File: src/rtl/mod_instruction_fetch.sv
// Instruction fetch stage: owns the PC, drives the ROM address and registers
// fetched words into IF/ID. Optional accept counter under FETCH_PERF_CNT_EN.
module mod_instruction_fetch #(
  parameter int unsigned       ADDR_W   = 30,
  parameter logic [ADDR_W-1:0] RESET_PC = '0
) (
  input  logic              clk,
  input  logic              rst,
  output logic [ADDR_W-1:0] address,
  input  logic [31:0]       instruction,
  input  logic              mem_end,
  input  logic              redirect_valid,
  input  logic [ADDR_W-1:0] redirect_addr,
  output logic              out_valid,
  input  logic              out_ready,
  output logic [31:0]       out_instr,
  output logic [ADDR_W-1:0] out_pc,
  output logic              halted,
  output logic [31:0]       fetch_count
);

  typedef enum logic {RUN, HALT} state_t;

  localparam logic [ADDR_W-1:0] PC_ONE = {{(ADDR_W-1){1'b0}}, 1'b1};

  state_t            state_q, state_d;
  logic [ADDR_W-1:0] pc_q, pc_d;
  logic              vld_q, vld_d;
  logic [31:0]       instr_q, instr_d;
  logic [ADDR_W-1:0] opc_q, opc_d;
  logic              accept;
  logic              slot_free;

  assign accept    = vld_q & out_ready;
  assign slot_free = ~vld_q | out_ready;

  always_ff @(posedge clk or posedge rst) begin
    if (rst) begin
      state_q <= RUN;
      pc_q    <= RESET_PC;
      vld_q   <= 1'b0;
      instr_q <= '0;
      opc_q   <= '0;
    end else begin
      state_q <= state_d;
      pc_q    <= pc_d;
      vld_q   <= vld_d;
      instr_q <= instr_d;
      opc_q   <= opc_d;
    end
  end

  always_comb begin
    state_d = state_q;
    pc_d    = pc_q;
    vld_d   = vld_q;
    instr_d = instr_q;
    opc_d   = opc_q;
    if (redirect_valid) begin
      // Flush drops whatever sits in IF/ID, accepted or not.
      pc_d    = redirect_addr;
      vld_d   = 1'b0;
      state_d = RUN;
    end else if (state_q == RUN) begin
      if (mem_end) begin
        if (accept) vld_d = 1'b0;
        state_d = HALT;
      end else if (slot_free) begin
        instr_d = instruction;
        opc_d   = pc_q;
        vld_d   = 1'b1;
        pc_d    = pc_q + PC_ONE;
      end
    end else begin
      if (accept) vld_d = 1'b0;
    end
  end

  assign address   = pc_q;
  assign out_valid = vld_q;
  assign out_instr = instr_q;
  assign out_pc    = opc_q;
  assign halted    = (state_q == HALT);

`ifdef FETCH_PERF_CNT_EN
  logic [31:0] cnt_q;

  // Saturating; only reset clears it, redirects leave it alone.
  always_ff @(posedge clk or posedge rst) begin
    if (rst) begin
      cnt_q <= '0;
    end else if (accept && (cnt_q != 32'hFFFF_FFFF)) begin
      cnt_q <= cnt_q + 32'd1;
    end
  end

  assign fetch_count = cnt_q;
`else
  assign fetch_count = 32'd0;
`endif

endmodule

File: config.mk
export PLATFORM = sky130hd
export DESIGN_NAME = mod_instruction_fetch
export DESIGN_NICKNAME = d
export VERILOG_FILES = /design/src/rtl/mod_instruction_fetch.sv
export SDC_FILE = /design/constraint.sdc
export NUM_CORES = 1
export LEC_CHECK = 0
export BUFFER_PORTS_ARGS = -buffer_cell sky130_fd_sc_hd__clkbuf_2
export CORE_AREA = 2 2 96 98
export CTS_CLUSTER_DIAMETER = 120
export DETAILED_ROUTE_END_ITERATION = 12
export DIE_AREA = 0 0 98 100
export PLACE_DENSITY_LB_ADDON = 0.08
export SKIP_CTS_REPAIR_TIMING = 1
export SYNTH_ARGS = -nofsm -noshare
export SYNTH_HDL_FRONTEND = slang
export SYNTH_SLANG_ARGS = --single-unit
File: constraint.sdc
create_clock -name clk -period 6 [get_ports clk]
set_input_delay 0.9 -clock clk [delete_from_list [all_inputs] [get_ports clk]]
set_output_delay 0.9 -clock clk [all_outputs]
set_load 0.05 [all_outputs]
# After elaboration in Yosys (flattened, before gate mapping)
# Cells that the tools add are included.
word_totals:
  output_inout_bits: 126
  ff_bits: 94
  in_bits: 67
  wordCells: 30
op_classes:
  add_sub_neg: 1
  n_reduce_logical: 4
  eq_ne: 2
  n_bitwise: 6
  mux: 12
ops:
  columns: ["operator", "count"]
  rows:
  - ["$mux 30", 4]
  - ["$add 30x1->30 const B", 1]
  - ["$mux 1", 8]
  - ["$not 1->1", 4]
  - ["$reduce_and 4->1", 1]
  - ["$reduce_bool 4->1", 1]
  - ["$reduce_and 3->1", 1]
  - ["$ne 2x1->1 const B", 1]
  - ["$ne 2x2->1 const B", 1]
  - ["$reduce_bool 2->1", 1]
  - ["$and 1x1->1", 1]
  - ["$or 1x1->1", 1]

# Longest topological paths before layout
# Gate-level depths: netlist of the first run.
depth:
  ltp_word: 6
  ltp_mapped: 6
  ltp_nobuf: 5

# Worst setup path before layout of the first run
# Ideal clock, no wire load.
synth_timing:
  path_kind: "input port to flip-flop"
  from: "in mem_end"
  to: "reg pc_q[29], in the netlist address[29]"
  path_stages: 5
  path_buffers: 0
  required_time_ns: 5.931
  setup_ns: 0.069
  path_slack_ns: 3.669
  t_arrival_ns: 2.262
  path_cell_list: "or2_4 -> nor4_4 -> nand4_2 -> or4_1 -> nand3_1"
synth_between:
  elab_chain_cells: 2
synth_lines:
  columns: ["item", "line_no", "rtl"]
  rows:
  - ["from (decl)", "11", "input logic mem_end,"]
  - ["$ne 2x1->1 (no source line)", null, null]
  - ["$reduce_and 3->1 (no source line)", null, null]
  - ["to (signal assigned)", "46", "pc_q <= pc_d;"]
  - ["to (decl)", "27", "logic [ADDR_W-1:0] pc_q, pc_d;"]
# Every way passes these cells.
# A chain may end at the register's enable or synchronous reset.

# Worst setup path in the final report of the first run
layout_timing:
  from: "in redirect_valid"
  to: "reg instr_q[15], in the netlist out_instr[15]"
layout_between:
  elab_chain_cells: 2
layout_lines:
  columns: ["item", "line_no", "rtl"]
  rows:
  - ["from (decl)", "12", "input logic redirect_valid,"]
  - ["$not 1->1 (no source line)", null, null]
  - ["$reduce_and 4->1 (no source line)", null, null]
  - ["to (signal assigned)", "48", "instr_q <= instr_d;"]
  - ["to (decl)", "29", "logic [31:0] instr_q, instr_d;"]
# Every way passes these cells.

==> results_tabular.tex, run 1 <==
\begin{tabular}{lr}
\hline
Metric & Value \\
\hline
\multicolumn{2}{l}{\textbf{Run status}} \\
\quad Outcome & finished, final reports clean \\
\multicolumn{2}{l}{\textbf{GRT}} \\
\quad Global-route wire length before repair & between 15000 and 20000 um \\
\quad Total congestion overflow after global routing & 0 \\
\quad Global-route usage over all layers & 0.192 \\
\quad Via count of the first global-routing pass & 3078 \\
\quad Pin count of the biggest net entering global routing & 68 \\
\quad Number of antenna violations at the first check in global routing & 0 \\
\multicolumn{2}{l}{\textbf{Min path}} \\
\quad Worst min-delay path category & flip-flop to flip-flop \\
\multicolumn{2}{l}{\textbf{Cells and area}} \\
\quad Number of inserted diodes & 0 \\
\quad Synth-to-Final Area Change & 21.5\% \\
\quad Final core occ & 0.599 \\
\quad Area of all placed cells without fillers & 5330 um2 \\
\quad Final-layout fill cell count & 790 \\
\quad Area of the multi-input gates & 1820 um2 \\
\quad Finished Layout Cells & 638 \\
\quad Total Nets Final & 590 \\
\quad Footprint of the flip-flops and latches & $\sim$2400 um2 \\
\quad Share of final-layout standard cells stronger than drive strength 1 & 0.472 \\
\multicolumn{2}{l}{\textbf{Yosys}} \\
\quad Predominant post-synthesis flop cell & dfrtp\_1 \\
\quad Number of warnings reported in the yosys synthesis log & 0 \\
\quad Mean instance size in the synthesized netlist & 12.1 um2 \\
\quad Number of synthesized register bits & 94 \\
\quad Portion of synthesized cell area occupied by the leading cell type & 0.536 \\
\quad Part of the Yosys area used for sequential elements & 0.536 \\
\quad Syn Std Cell Area & between 4000 and 5000 um2 \\
\quad Number of synthesized flops with an enable pin & 0 \\
\quad Number of standard cells after synthesis & between 300 and 400 \\
\quad Largest area contributor in the synthesized netlist & dfrtp\_1 \\
\quad Top post-synthesis cells by area & dfrtp\_1 54\%, mux2\_2 14\%, buf\_4 5.5\% \\
\quad Unique masters post-synth & 46 \\
\quad Share of synthesized registers carrying an async set or reset & 1.00 \\
\multicolumn{2}{l}{\textbf{Placement}} \\
\quad Port Buffers & 160 \\
\quad Final weighted congestion in routability-driven placement & roughly 0.79 \\
\quad HPWL after detailed placement & 6630 um \\
\quad Pre-CTS setup slack & 3.02 ns \\
\quad Placed insts & 622 \\
\quad Placed cell areas & between 5000 and 6000 um2 \\
\multicolumn{2}{l}{\textbf{Setup path}} \\
\quad Cells along the critical path & clkbuf\_2 > buf\_4 > nor2\_4 > buf\_4 > mux2\_2 \\
\quad Register-to-register path setup slack & 3.67 ns \\
\quad Slowest Stage Delay on Critical Path & 0.58 ns \\
\quad Arrival time of data at the critical path endpoint & around 2.8 ns \\
\quad Worst setup SP type & input pin \\
\quad WS Path Type & input pin to flip-flop \\
\quad Worst path most repeated cell & buf\_4 \\
\quad Crit. End Element & flip-flop \\
\quad Worst endpoint required time & between 6 and 7 ns \\
\quad CP max FO & $\sim$60 \\
\quad Max stage delay cell, worst path & buf\_4 \\
\multicolumn{2}{l}{\textbf{Clock network}} \\
\quad Level count of the clock H-tree & 3 \\
\quad Root buffer cell & clkbuf\_8 \\
\quad CTS Sinks & 94 \\
\quad TritonCTS Buffers & 9 \\
\quad TritonCTS clock tree & built \\
\quad Skew-Pair Late Insertion Delay & 0.36 ns \\
\quad Number of buffers on the longest clock path & 2 \\
\quad Clock slew at the register clock pins of the worst setup and hold paths & 0.10 ns \\
\multicolumn{2}{l}{\textbf{STA}} \\
\quad Achievable Freq & 387 MHz \\
\quad Least setup slack across all paths after layout & 3.42 ns \\
\quad Final number of max-transition violations & 0 \\
\quad Crit path time final & 2.58 ns \\
\quad Smallest hold slack & 0.490 ns \\
\quad Skew final & approximately 0.0094 ns \\
\quad Setup TNS & 0 ns \\
\quad Number of failing setup endpoints in the final timing report & 0 \\
\quad Final-report hold violation count & 0 \\
\quad Slew headroom & 0.423 \\
\quad Final worst-path cycle share & 0.430 \\
\quad Setup repair after global routing missed its margin & no \\
\quad Transition time of the tightest slew-check pin & roughly 0.86 ns \\
\multicolumn{2}{l}{\textbf{Drt}} \\
\quad Vias after detailed routing & approximately 3200 \\
\quad Iteration count of the initial detailed-routing pass & 4 \\
\quad Remaining antenna violation count after routing & 0 \\
\quad DRC violation count after routing & 0 \\
\quad DRT Wirelength & between 9000 and 10000 um \\
\quad Drt first-iter violations & 107 \\
\quad Vias per cell & 5.03 \\
\quad Post-detailed-route wirelength per cell & 14.7 um \\
\multicolumn{2}{l}{\textbf{Flow run}} \\
\quad Number of max-capacitance violations reported & 0 \\
\multicolumn{2}{l}{\textbf{Floorplan}} \\
\quad Ports placed on the boundary & 193 \\
\quad Site Rows & 35 \\
\quad Die outline height & 100 um \\
\quad Area enclosed by the die boundary & 9800 um2 \\
\quad Effective utilization at floorplan & 0.493 \\
\quad DIE WIDTH & 98 um \\
\quad Core area & 8890 um2 \\
\multicolumn{2}{l}{\textbf{Power and ir drop}} \\
\quad Maximum resistive drop on vdd & 0.000223 V \\
\quad Static Leak & 2.61 nW \\
\quad Pwr per Cell Area & 372 nW/um2 \\
\quad Total design power & 1.98 mW \\
\hline
\end{tabular}
==> worst paths after layout <==
check                                         start                        end  cells past startpoint
max                                  redirect_valid  out_instr[15]$_DFFE_PP0P_                      5
min                        out_instr[4]$_DFFE_PP0P_   out_instr[4]$_DFFE_PP0P_                      1
max reg2reg                        halted$_DFF_PP0_  out_instr[15]$_DFFE_PP0P_                      5
min reg2reg                out_instr[4]$_DFFE_PP0P_   out_instr[4]$_DFFE_PP0P_                      1
max in group asynchronous                       rst     address[2]$_DFFE_PP0P_                      3
min in group asynchronous                       rst  out_instr[29]$_DFFE_PP0P_                      2
==> layer usage <==
metal	share of wire	wire length, um	track usage	vias up
met1	0.43	4050	0.251	1572
met2	0.49	4560	0.308	115
met3	0.074	696	0.0606	6
li1	-	-	-	1516
met4	0.0069	65	0.0577	0
met5	0	0	0	-
==> registers in the layout, summed over array words and instances (netlist names) <==
signal and flops:
address 30, halted 1, out_instr 32, out_valid 1
out_pc 30
==> cell usage after synthesis, types with 2 or more instances <==
cell type,count
a31oi_1,2
and3_1,6
and3_2,2
buf_2,7
buf_4,32
buf_6,2
clkbuf_1,6
dfrtp_1,94
inv_1,5
mux2_1,7
mux2_2,56
nand2_1,36
nand3_1,13
nand4_1,10
nor2_1,6
nor3_1,2
nor4_4,3
o211ai_1,2
o21ai_0,8
o21ai_1,16
or4_1,3
xnor2_1,7
xor2_1,16
==> layout make-up <==
type,instances,area share
clock buffer,10,0.0239
clock inverter,6,0.00869
inverter,6,0.00470
multi-input combinational,248,0.341
sequential,94,0.441
tap,111,0.0261
timing repair buffer,163,0.154
==> report_power, final <==
part	switching, mW	internal, mW
registers	0.0786	0.748
logic	0.587	0.186
clock network	0.231	0.153
total	0.897	1.09
==> logic make-up (layout without fill, tap and decap cells) <==
kind of cell / after synthesis / after routing / synth area share
and+or+nand+nor: 95 / 95 / 0.129
muxes: 64 / 64 / 0.164
buffers and inverters: 53 / 185 / 0.0781
AOI/OAI and AO/OA: 33 / 33 / 0.0428
adders and majority gates: 1 / 1 / 0.00285
DFF: 94 / 94 / 0.536
other: 1 / 32 / 0.000855
xor gates and xnor gates: 23 / 23 / 0.0459
==> worst max-delay path: cells and delay by family <==
family	cells	cell delay, ns
and+or+nand+nor	1	0.51
muxes	1	0.41
buffers and inverters	3	0.94
==> cells in the final DEF (no fill, tap or decap), drive strengths merged, types with 2 or more instances in the layout <==
master	netlist	routed
or4	3	3
nand3	15	15
xnor2	7	7
nand4	11	11
dfrtp	94	94
nor2	6	6
xor2	16	16
and3	8	8
nor3	2	2
mux2	63	63
nand2	36	36
clkinvlp	0	2
inv	5	6
o21ai	24	24
buf	41	3
o211ai	2	2
clkinv	1	4
a31oi	2	2
nor4	4	4
and4	2	2
clkbuf	6	170
conb	1	32
Note: power is estimated with default switching activity, not from simulation.
==> inputs of run 2 (changes only) <==
ABC_AREA = 1   (was not set)
CORE_AREA = 2 2 102 104   (was 2 2 96 98)
DIE_AREA = 0 0 104 106   (was 0 0 98 100)
clock period = 2.71 ns   (was 6 ns; I/O delays follow)
==> results_tabular.tex, run 2 <==
\begin{tabular}{lr}
\hline
Metric & Value \\
\hline
\multicolumn{2}{l}{\textbf{Clock network}} \\
\quad TritonCTS Buffers & 9 \\
\quad Root buffer cell & clkbuf\_8 \\
\quad Skew-Pair Late Insertion Delay & 0.36 ns \\
\quad TritonCTS clock tree & built \\
\quad Clock slew at the register clock pins of the worst setup and hold paths & 0.09 ns \\
\quad Level count of the clock H-tree & 3 \\
\quad CTS Sinks & 94 \\
\quad Number of buffers on the longest clock path & 2 \\
\multicolumn{2}{l}{\textbf{Setup path}} \\
\quad Register-to-register path setup slack & 0.90 ns \\
\quad Worst setup SP type & flip-flop \\
\quad WS Path Type & flip-flop to flip-flop \\
\quad CP max FO & 17 \\
\quad Crit. End Element & flip-flop \\
\quad Arrival time of data at the critical path endpoint & $\sim$2.1 ns \\
\quad Worst endpoint required time & 3.01 ns \\
\multicolumn{2}{l}{\textbf{STA}} \\
\quad Setup repair after global routing missed its margin & no \\
\quad Crit path time final & 1.81 ns \\
\quad Achievable Freq & 552 MHz \\
\quad Slew headroom & 0.573 \\
\quad Final worst-path cycle share & 0.669 \\
\quad Setup TNS & 0 ns \\
\quad Smallest hold slack & 0.170 ns \\
\quad Final-report hold violation count & 0 \\
\quad Skew final & 0.00501 ns \\
\quad Final number of max-transition violations & 0 \\
\quad Transition time of the tightest slew-check pin & 0.640 ns \\
\quad Number of failing setup endpoints in the final timing report & 0 \\
\multicolumn{2}{l}{\textbf{Min path}} \\
\quad Worst min-delay path category & input pin to asynchronous set/reset pin \\
\multicolumn{2}{l}{\textbf{Yosys}} \\
\quad Adder and majority gate portion of the synthesized area & 0.00264 \\
\quad Unique masters post-synth & 35 \\
\quad Largest area contributor in the synthesized netlist & dfrtp\_1 \\
\quad Simple logic cell fraction of the synthesized area & 0.310 \\
\quad Most common cell in the synthesized netlist & nand2\_1 \\
\quad Synthesized-area fraction occupied by ao, oa, aoi and oai cells & 0.0743 \\
\quad Portion of synthesized cell area occupied by the leading cell type & 0.497 \\
\quad Top post-synthesis cells by area & dfrtp\_1 50\%, nand2\_1 18\%, buf\_4 5.4\% \\
\quad Largest family of logic cells by synthesized area & simple AND/OR/NAND/NOR gates \\
\quad Part of the Yosys area used for sequential elements & 0.497 \\
\quad Number of warnings reported in the yosys synthesis log & 0 \\
\quad Number of synthesized flops with an enable pin & 0 \\
\quad Predominant post-synthesis flop cell & dfrtp\_1 \\
\quad Syn Std Cell Area & 4730 um2 \\
\quad Mean instance size in the synthesized netlist & 7.89 um2 \\
\quad Number of standard cells after synthesis & 600 \\
\quad Synth cell count leaders & 230 x nand2\_1, 94 x dfrtp\_1, 41 x nor2\_1, 41 x o21ai\_0, 38 x inv\_1 \\
\quad Post-synthesis mux area share & 0 \\
\quad Share of synthesized registers carrying an async set or reset & 1.00 \\
\quad Number of synthesized register bits & 94 \\
\quad Xor and xnor fraction of the mapped netlist area & 0.00925 \\
\multicolumn{2}{l}{\textbf{Cells and area}} \\
\quad Most used cells in the layout excluding fill and tap cells & 230 x nand2\_1, 160 x clkbuf\_2, 94 x dfrtp\_1 \\
\quad Commonest non-fill, non-tap cell in the layout & nand2\_1 \\
\quad Synth-to-Final Area Change & 22.3\% \\
\quad Share of final-layout standard cells stronger than drive strength 1 & 0.262 \\
\quad Area of all placed cells without fillers & between 5000 and 6000 um2 \\
\quad Finished Layout Cells & approximately 890 \\
\quad Flip-flop count of the largest register after layout & 32 \\
\quad Number of inserted diodes & 0 \\
\quad Footprint of the flip-flops and latches & 2350 um2 \\
\quad Area of the multi-input gates & 1990 um2 \\
\quad Total Nets Final & 819 \\
\quad Final-layout fill cell count & about 960 \\
\multicolumn{2}{l}{\textbf{Drt}} \\
\quad Drt first-iter violations & 170 \\
\quad Vias per cell & 4.76 \\
\quad Vias after detailed routing & 4238 \\
\quad DRT Wirelength & 12300 um \\
\quad Post-detailed-route wirelength per cell & 13.8 um \\
\quad Iteration count of the initial detailed-routing pass & 5 \\
\quad Remaining antenna violation count after routing & 0 \\
\quad DRC violation count after routing & 0 \\
\multicolumn{2}{l}{\textbf{Run status}} \\
\quad Outcome & finished, final reports clean \\
\multicolumn{2}{l}{\textbf{GRT}} \\
\quad Via count of the first global-routing pass & 3950 \\
\quad Global-route wire length before repair & a little over 20000 um \\
\quad Number of antenna violations at the first check in global routing & 0 \\
\quad Global-route usage over all layers & 0.228 \\
\quad Total congestion overflow after global routing & 0 \\
\quad Pin count of the biggest net entering global routing & 95 \\
\multicolumn{2}{l}{\textbf{Power and ir drop}} \\
\quad Pwr per Cell Area & slightly above 800 nW/um2 \\
\quad Static Leak & 3.14 nW \\
\quad Maximum resistive drop on vdd & 0.000344 V \\
\multicolumn{2}{l}{\textbf{Floorplan}} \\
\quad Die outline height & between 100 and 150 um \\
\quad Area enclosed by the die boundary & 11000 um2 \\
\quad Core area & 10000 um2 \\
\quad Effective utilization at floorplan & 0.473 \\
\quad DIE WIDTH & 104 um \\
\quad Ports placed on the boundary & 193 \\
\quad Site Rows & 37 \\
\multicolumn{2}{l}{\textbf{Flow run}} \\
\quad Number of max-capacitance violations reported & 0 \\
\multicolumn{2}{l}{\textbf{Placement}} \\
\quad Placed cell areas & 5530 um2 \\
\quad Placed insts & 876 \\
\quad Final weighted congestion in routability-driven placement & approximately 0.86 \\
\quad HPWL after detailed placement & 8880 um \\
\quad Port Buffers & 160 \\
\hline
\end{tabular}
[run 2: cell count changes in the layout (fill, tap and decap cells not counted), sizes merged, moves of 13 or more]
cell and delta:
nand2 +200, mux2 -63, nor2 +46, inv +34, o21ai +18, nand3 +13
[run 2: through the flow]
stage | worst slack, ns | total power [mW] | utilization
global placement | 0.770 | 3.50 | 0.553
detailed placement | 0.723 | 3.52 | 0.553
floorplan | 0.877 | 3.13 | -
global route | 0.629 | 4.89 | 0.579
CTS | 0.887 | 4.70 | 0.579
finish | 0.897 | 4.66 | 0.579
[run 2: logic make-up (layout without fill, tap and decap cells)]
| logic type | after synthesis | count (layout) |
|---|---|---|
| compound gates | 63 | 63 |
| fa+ha+maj | 1 | 1 |
| buf+inv | 97 | 221 |
| simple gates | 339 | 339 |
| flops | 94 | 94 |
| xor+xnor | 5 | 5 |
| other cells | 1 | 32 |
[run 2: final cells by class]
| cell class | instances | area share |
|---|---|---|
| Sequential cell | 94 | 0.407 |
| Multi-Input combinational cell | 440 | 0.345 |
| Timing Repair Buffer | 164 | 0.148 |
| Tap cell | 136 | 0.0294 |
| Inverter | 42 | 0.0279 |
| Clock buffer | 11 | 0.0227 |
| Clock inverter | 4 | 0.0208 |
[run 2: power breakdown]
group | internal [mW] | leakage, nW | switching, mW | total [mW]
Sequential | 1.63 | 1.16 | 0.180 | 1.81
Clock | 0.702 | 0.124 | 0.478 | 1.18
Combinational | 0.333 | 1.86 | 1.34 | 1.67
[run 2: worst paths after layout]
path                                        from                        to  cells past startpoint
setup / recovery           out_valid$_DFFE_PP0P_   address[21]$_DFFE_PP0P_                      7
hold / removal                               rst  out_instr[7]$_DFFE_PP0P_                      3
setup reg to reg           out_valid$_DFFE_PP0P_   address[21]$_DFFE_PP0P_                      7
hold reg to reg            out_pc[1]$_DFFE_PP0P_     out_pc[1]$_DFFE_PP0P_                      2
max in group asynchronous                    rst    out_pc[28]$_DFFE_PP0P_                      3
min in group clk                  instruction[7]  out_instr[7]$_DFFE_PP0P_                      3
[run 2: per-layer routing]
layer	global-route usage	routed length (um)	vias to the layer above
met5	0	0	-
met4	0.0753	140	0
met3	0.0331	686	9
met2	0.352	5740	137
met1	0.331	5740	1966
li1	-	-	2126
[run 2: worst max-delay path, cell delays in order, from the launching register on]
cell and delay [ns]:
dfrtp_1 0.36, nand2_1 0.09, nand2_2 0.16, inv_1 0.14
nor2_2 0.39, inv_2 0.26, o21ai_0 0.22, nand3b_1 0.13
